===== src/rtl/bram_stream_defs.sv =====
// Shared definitions for the block-RAM stream reader: FSM encodings and
// the address-width derivation used by the reader and its RAM port.
package bram_stream_defs;

    localparam logic [1:0] ST_IDLE   = 2'd0;
    localparam logic [1:0] ST_STREAM = 2'd1;
    localparam logic [1:0] ST_DRAIN  = 2'd2;

    // One extra bit so a length of exactly Depth words is representable.
    function automatic int addr_width_f(input int depth);
        return $clog2(depth) + 1;
    endfunction

endpackage


===== src/rtl/bram_stream_reader_chk.sv =====
// Protocol checks for the stream reader: caller base-address range and
// output-buffer overflow.
module bram_stream_reader_chk
    import bram_stream_defs::*;
#(
    parameter int AddrWidth = 11,
    parameter int Depth     = 1024
) (
    input logic                 clk_i,
    input logic                 rst_ni,
    input logic [1:0]           state_i,
    input logic                 start_i,
    input logic [AddrWidth-1:0] base_addr_i,
    input logic                 push_i,
    input logic                 pop_i,
    input logic [1:0]           count_i
);

    a_base_in_range: assert property (@(posedge clk_i) disable iff (!rst_ni)
        (start_i && (state_i == ST_IDLE)) |-> (base_addr_i < AddrWidth'(Depth)));

    a_no_overflow: assert property (@(posedge clk_i) disable iff (!rst_ni)
        !(push_i && !pop_i && (count_i == 2'd2)));

endmodule


===== src/rtl/stream_fifo2.sv =====
// Two-entry FIFO carrying a data word plus a last tag; the head entry is
// always presented on the outputs. Reusable by any RAM read-port consumer.
module stream_fifo2 #(
    parameter int DataWidth = 8
) (
    input  logic                 clk_i,
    input  logic                 rst_ni,
    input  logic                 push_i,
    input  logic [DataWidth-1:0] push_data_i,
    input  logic                 push_last_i,
    input  logic                 pop_i,
    output logic [DataWidth-1:0] head_data_o,
    output logic                 head_last_o,
    output logic [1:0]           count_o,
    output logic                 empty_o
);

    logic [DataWidth-1:0] head_data_r;
    logic                 head_last_r;
    logic [DataWidth-1:0] tail_data_r;
    logic                 tail_last_r;
    logic [1:0]           count_r;
    logic                 pop_s;

    // A pop on an empty FIFO is meaningless, so it is masked here.
    always_comb begin
        pop_s = 1'b0;
        if (pop_i && (count_r != 2'd0)) begin
            pop_s = 1'b1;
        end else begin
            pop_s = 1'b0;
        end
    end

    // Entry storage and occupancy update.
    always_ff @(posedge clk_i or negedge rst_ni) begin
        if (!rst_ni) begin
            head_data_r <= {DataWidth{1'b0}};
            head_last_r <= 1'b0;
            tail_data_r <= {DataWidth{1'b0}};
            tail_last_r <= 1'b0;
            count_r     <= 2'd0;
        end else begin
            case ({push_i, pop_s})
                2'b10: begin
                    if (count_r == 2'd0) begin
                        head_data_r <= push_data_i;
                        head_last_r <= push_last_i;
                        count_r     <= 2'd1;
                    end else if (count_r == 2'd1) begin
                        tail_data_r <= push_data_i;
                        tail_last_r <= push_last_i;
                        count_r     <= 2'd2;
                    end else begin
                        count_r <= count_r;
                    end
                end
                2'b01: begin
                    head_data_r <= tail_data_r;
                    head_last_r <= tail_last_r;
                    count_r     <= count_r - 2'd1;
                end
                2'b11: begin
                    if (count_r == 2'd2) begin
                        head_data_r <= tail_data_r;
                        head_last_r <= tail_last_r;
                        tail_data_r <= push_data_i;
                        tail_last_r <= push_last_i;
                    end else begin
                        head_data_r <= push_data_i;
                        head_last_r <= push_last_i;
                    end
                end
                default: begin
                    count_r <= count_r;
                end
            endcase
        end
    end

    assign head_data_o = head_data_r;
    assign head_last_o = head_last_r;
    assign count_o     = count_r;
    assign empty_o     = (count_r == 2'd0);

endmodule


===== src/rtl/bram_stream_reader.sv =====
// Streams (base, length) worth of words from a registered-read block RAM
// onto a valid/ready interface, hiding the RAM latency behind a 2-entry buffer.
module bram_stream_reader
    import bram_stream_defs::*;
#(
    parameter int   DataWidth = 8,
    parameter int   Depth     = 1024,
    localparam int  AddrWidth = addr_width_f(Depth)
) (
    input  logic                 clk_i,
    input  logic                 rst_ni,
    input  logic                 start_i,
    input  logic [AddrWidth-1:0] base_addr_i,
    input  logic [AddrWidth-1:0] length_i,
    output logic                 busy_o,
    output logic                 done_o,
    output logic [AddrWidth-1:0] bram_addr_o,
    input  logic [DataWidth-1:0] bram_data_i,
    output logic [DataWidth-1:0] m_data_o,
    output logic                 m_valid_o,
    output logic                 m_last_o,
    input  logic                 m_ready_i
);

    localparam logic [AddrWidth-1:0] AddrZero = {AddrWidth{1'b0}};
    localparam logic [AddrWidth-1:0] AddrOne  = AddrWidth'(1);
    localparam logic [AddrWidth-1:0] AddrLast = AddrWidth'(Depth - 1);

    logic [1:0]           state_r;
    logic [AddrWidth-1:0] addr_r;
    logic [AddrWidth-1:0] last_addr_r;
    logic [AddrWidth-1:0] issued_r;
    logic [AddrWidth-1:0] len_r;
    logic                 inflight_r;
    logic                 inflight_last_r;
    logic                 busy_r;
    logic                 done_r;

    logic                 pop_s;
    logic                 issue_s;
    logic                 issue_last_s;
    logic [2:0]           occupancy_s;
    logic [AddrWidth-1:0] next_addr_s;
    logic [1:0]           count_s;
    logic                 empty_s;
    logic [DataWidth-1:0] head_data_s;
    logic                 head_last_s;

    // Occupancy after this cycle = buffered + arriving - leaving; a read may
    // only be issued while that leaves room for its data next cycle.
    always_comb begin
        pop_s        = !empty_s && m_ready_i;
        occupancy_s  = {1'b0, count_s} + {2'b00, inflight_r} - {2'b00, pop_s};
        issue_s      = 1'b0;
        issue_last_s = 1'b0;
        if ((state_r == ST_STREAM) && (issued_r < len_r) && (occupancy_s < 3'd2)) begin
            issue_s      = 1'b1;
            issue_last_s = ((issued_r + AddrOne) == len_r);
        end else begin
            issue_s      = 1'b0;
            issue_last_s = 1'b0;
        end
        if (addr_r == AddrLast) begin
            next_addr_s = AddrZero;
        end else begin
            next_addr_s = addr_r + AddrOne;
        end
        if (issue_s) begin
            bram_addr_o = addr_r;
        end else begin
            bram_addr_o = last_addr_r;
        end
    end

    // Transfer FSM, address/length bookkeeping and status outputs.
    always_ff @(posedge clk_i or negedge rst_ni) begin
        if (!rst_ni) begin
            state_r     <= ST_IDLE;
            addr_r      <= AddrZero;
            last_addr_r <= AddrZero;
            issued_r    <= AddrZero;
            len_r       <= AddrZero;
            busy_r      <= 1'b0;
            done_r      <= 1'b0;
        end else begin
            done_r <= 1'b0;
            case (state_r)
                ST_IDLE: begin
                    if (start_i) begin
                        if (length_i != AddrZero) begin
                            addr_r   <= base_addr_i;
                            len_r    <= length_i;
                            issued_r <= AddrZero;
                            busy_r   <= 1'b1;
                            state_r  <= ST_STREAM;
                        end else begin
                            done_r <= 1'b1;
                        end
                    end
                end
                ST_STREAM: begin
                    if (issue_s) begin
                        last_addr_r <= addr_r;
                        addr_r      <= next_addr_s;
                        issued_r    <= issued_r + AddrOne;
                        if (issue_last_s) begin
                            state_r <= ST_DRAIN;
                        end
                    end
                end
                ST_DRAIN: begin
                    // Finish on the edge that empties the pipeline so done_o
                    // lands in the cycle right after the final handshake.
                    if (occupancy_s == 3'd0) begin
                        state_r <= ST_IDLE;
                        busy_r  <= 1'b0;
                        done_r  <= 1'b1;
                    end
                end
                default: begin
                    state_r <= ST_IDLE;
                    busy_r  <= 1'b0;
                end
            endcase
        end
    end

    // Tracks the single outstanding RAM read and whether it is the final word.
    always_ff @(posedge clk_i or negedge rst_ni) begin
        if (!rst_ni) begin
            inflight_r      <= 1'b0;
            inflight_last_r <= 1'b0;
        end else begin
            inflight_r      <= issue_s;
            inflight_last_r <= issue_last_s;
        end
    end

    stream_fifo2 #(
        .DataWidth (DataWidth)
    ) u_fifo (
        .clk_i       (clk_i),
        .rst_ni      (rst_ni),
        .push_i      (inflight_r),
        .push_data_i (bram_data_i),
        .push_last_i (inflight_last_r),
        .pop_i       (pop_s),
        .head_data_o (head_data_s),
        .head_last_o (head_last_s),
        .count_o     (count_s),
        .empty_o     (empty_s)
    );

    bram_stream_reader_chk #(
        .AddrWidth (AddrWidth),
        .Depth     (Depth)
    ) u_chk (
        .clk_i       (clk_i),
        .rst_ni      (rst_ni),
        .state_i     (state_r),
        .start_i     (start_i),
        .base_addr_i (base_addr_i),
        .push_i      (inflight_r),
        .pop_i       (pop_s),
        .count_i     (count_s)
    );

    assign busy_o    = busy_r;
    assign done_o    = done_r;
    assign m_data_o  = head_data_s;
    assign m_last_o  = head_last_s;
    assign m_valid_o = !empty_s;

endmodule


===== config.mk =====
export PLATFORM = sky130hd
export DESIGN_NAME = bram_stream_reader
export DESIGN_NICKNAME = d
export VERILOG_FILES = /design/src/rtl/bram_stream_defs.sv /design/src/rtl/bram_stream_reader_chk.sv /design/src/rtl/stream_fifo2.sv /design/src/rtl/bram_stream_reader.sv
export SDC_FILE = /design/constraint.sdc
export NUM_CORES = 1
export LEC_CHECK = 0
export ABC_AREA = 1
export BUFFER_PORTS_ARGS = -buffer_cell sky130_fd_sc_hd__buf_2
export CAP_MARGIN = 5
export CORE_AREA = 2 2 122 124
export DETAILED_ROUTE_END_ITERATION = 12
export DIE_AREA = 0 0 124 126
export GPL_ROUTABILITY_DRIVEN = 0
export PLACE_DENSITY = 0.45
export RECOVER_POWER = 25
export SLEW_MARGIN = 20
export SYNTH_ARGS = -nofsm -noshare
export SYNTH_HDL_FRONTEND = slang
export SYNTH_SLANG_ARGS = --single-unit

===== constraint.sdc =====
create_clock -name clk_i -period 7.8 [get_ports clk_i]
set_input_delay 1.17 -clock clk_i [delete_from_list [all_inputs] [get_ports clk_i]]
set_output_delay 1.17 -clock clk_i [all_outputs]
set_load 0.1 [all_outputs]

==> results.toml <==
[run_status]
outcome = "finished with violations"
violations = "max-capacitance violations, max-slew violations"

[critical_path]
path_cells = "buf_2 -> nand2_1 -> inv_1 -> ha_1 -> inv_1 -> ha_1 -> fa_1 -> nor2_1 -> nor2_1 -> nand2_1 -> inv_1 -> nand4_2 -> buf_4 -> nand2_1 -> o21ai_0 -> buf_2"
crit_required_ns = 6.63
slowest_stage = "buf_2"
critical_path_peak_fanout = 42
critPathBufInv = 6
start_kind = "input port"
cp_data_arrival_time_ns = 3.73
ff2ff_path_depth = 18
path_class = "in -> out"
slowest_delay_ns = 0.45
path_delay_family = "buffers and inverters"
worst-path-stages = 16
setup.worst_path.end_class = "primary output"

[detailed_routing]
drt_first_iter_violations = 188
post-route-drc-count = 0
drt_wl_total_um = 10180
vias = 3579
drtAntennaViolNets = 0
avgViaCountPerCell = 4.583
wire_per_inst_um = 13.04
drtPass1Iterations = 4

[timing]
fin_crit_sh = 0.6285
setup_viol = 0
finalCriticalPeriod_ns = 4.902
clock-skew-final_ns = 0.009725
whs_ns = 0.4601
slew_headroom = -1.638
fmax_ghz = 0.2040
hold_viol = 0
final-max-slew-violation-count = 71
final.setup.tns_ns = 0
rsz0062_at_grt = "no"
tightest_slew_ns = 3.956

[place]
io_buffers = 56
dp_cells = 765
dp_hpwl_um = 7454

[die]
io_pins = 57
dieArea_um2 = 15620
die_h_um = 126
design.core.area_um2 = 14310
initial_utilization = 0.2858
die_w_um = 124
rows = 44

[clock_tree]
insertion_delay_ns = 0.34
cts_hold_buffers = 0
cts_sinks = 70
cts_tree = "built"
cts-root-buf = "clkbuf_16"
clk_path_buf_depth = 2
cts_inserted_buffers = 9
cts_setup_buffers = 0
post_cts_resized = 0
clkTransAtPathRegs_ns = 0.07
ctsHtreeMaxLevel = 3

[synthesis]
syn_inst = 534
synth.avg_cell_area_um2 = 7.662
yosys_warnings = 0
synth_seq_area_share = 0.4281
synth_fp_nets = 590
synth_area_um2 = 4091
ys_ff_latch = 70
yosysUniqueCellTypes = 30

[cells_and_area]
diodes = 0
areaGrowthSynthToFinish_pct = 18.69
drive_above_1_share = 0.1642
final_cell_mix = "136 x nand2_1, 85 x inv_1, 70 x dfrtp_1, 64 x o21ai_0, 56 x buf_2"
layout_commonest_cell = "nand2_1"
final_nets = 648
fin_cells = 781
num-fill-cells = 1548

[min_path]
hold_class = "reg -> reg"
min_path_cells = 1

[global_routing]
grt_pass1_vias = 3429
antenna_found_initial = 0
grt_max_degree = 71
grt_pass1_wl_um = 16510
track_usage = 0.1372
overflow = 0

[job]
cap_violations = 1
[sequential cells by signal (all words and copies together) (netlist names), 2 cells and up]
name and flops:
addr_r 11, issued_r 11, last_addr_r 11, len_r 11
u_fifo.head_data_o 8, u_fifo.tail_data_r 8, state_r 2, u_fifo.count_o 2
[synthesized netlist by cell type]
cell	count	share of area
nor3_2	1	0.0024
inv_2	1	0.00092
a21oi_1	13	0.016
nor2_2	3	0.0046
nand2_4	1	0.0028
o22ai_1	13	0.020
nor2_4	2	0.0055
clkinv_1	2	0.0018
o21ai_2	1	0.0021
mux2_2	9	0.025
fa_1	1	0.0049
o211ai_1	5	0.0092
o21ai_0	64	0.078
clkbuf_1	7	0.0064
inv_1	85	0.078
nor2_1	24	0.022
nor3_1	4	0.0049
xor2_1	3	0.0064
nand3_1	46	0.056
o21bai_1	1	0.0018
dfrtp_1	70	0.43
ha_1	21	0.064
nand4_1	3	0.0046
nor2_8	1	0.0049
nand2_2	4	0.0061
nand2_1	137	0.13
nand4_2	1	0.0031
xnor2_1	1	0.0021
o21ai_1	6	0.0073
buf_2	4	0.0049
[cell families (layout without fill, tap and decap cells)]
logic type,Yosys count,count (layout),synth area share
AND/OR/NAND/NOR,227,227,0.2428
buffers and inverters,99,162,0.09205
adder cells (fa/ha/maj),22,22,0.06911
flip-flops,70,70,0.4281
AO/OA/AOI/OAI,103,103,0.1346
XOR/XNOR,4,4,0.008564
multiplexers,9,9,0.02477
[stage by stage]
| stage | area, um2 | utilization | worst slack (ns) |
|---|---|---|---|
| after global routing | 4856 | 0.3392 | 2.379 |
| final | 4856 | 0.3392 | 2.898 |
| after floorplan | 4091 | - | 1.436 |
| after detailed placement | 4571 | 0.3193 | 2.894 |
| after global placement | 4571 | 0.3193 | 2.972 |
| after CTS | 4857 | 0.3393 | 2.883 |
[worst register-to-register path: stages, from the launching register on]
cell and delay (ns):
dfrtp_1 0.42, inv_1 0.14, ha_1 0.21, inv_1 0.11, nand2_1 0.16, inv_1 0.06, ha_1 0.27, inv_1 0.04
ha_1 0.18, fa_1 0.38, nor2_1 0.12, nor2_1 0.05, nand2_1 0.07, inv_1 0.06, nand4_2 0.08, buf_4 0.33
nand2_2 0.44, o211ai_1 0.22, o21ai_0 0.11
[worst paths after layout]
kind                              startpoint  slack, ns              to
max                                m_ready_i       2.90  bram_addr_o[6]
min                               state_r[0]       0.46          done_o
max reg2reg                u_fifo.count_o[1]       4.21       addr_r[3]
min reg2reg                       state_r[0]       0.46          done_o
max in group asynchronous             rst_ni       3.26     issued_r[8]
min in group asynchronous             rst_ni       2.31        len_r[8]
[metal layers]
layer  global-route usage  share of wire  up-vias
met4              0.05684         0.0086        0
li1                     -              -     1853
met5                    0              0        -
met3              0.02672          0.034        5
met2               0.2282           0.48       56
met1               0.1729           0.48     1665
[cell type report]
class,count,area (um2),area share
inverter,88,330.3,0.06802
multi-input combinational,365,1966,0.4048
tap,184,230.2,0.04741
timing repair buffer,58,291.5,0.06004
clock buffer,9,225.2,0.04638
clock inverter,7,61.31,0.01263
sequential,70,1752,0.3607
Power is not shown: default switching activity piles up to over one toggle a cycle in this logic, so the estimate is an artifact.
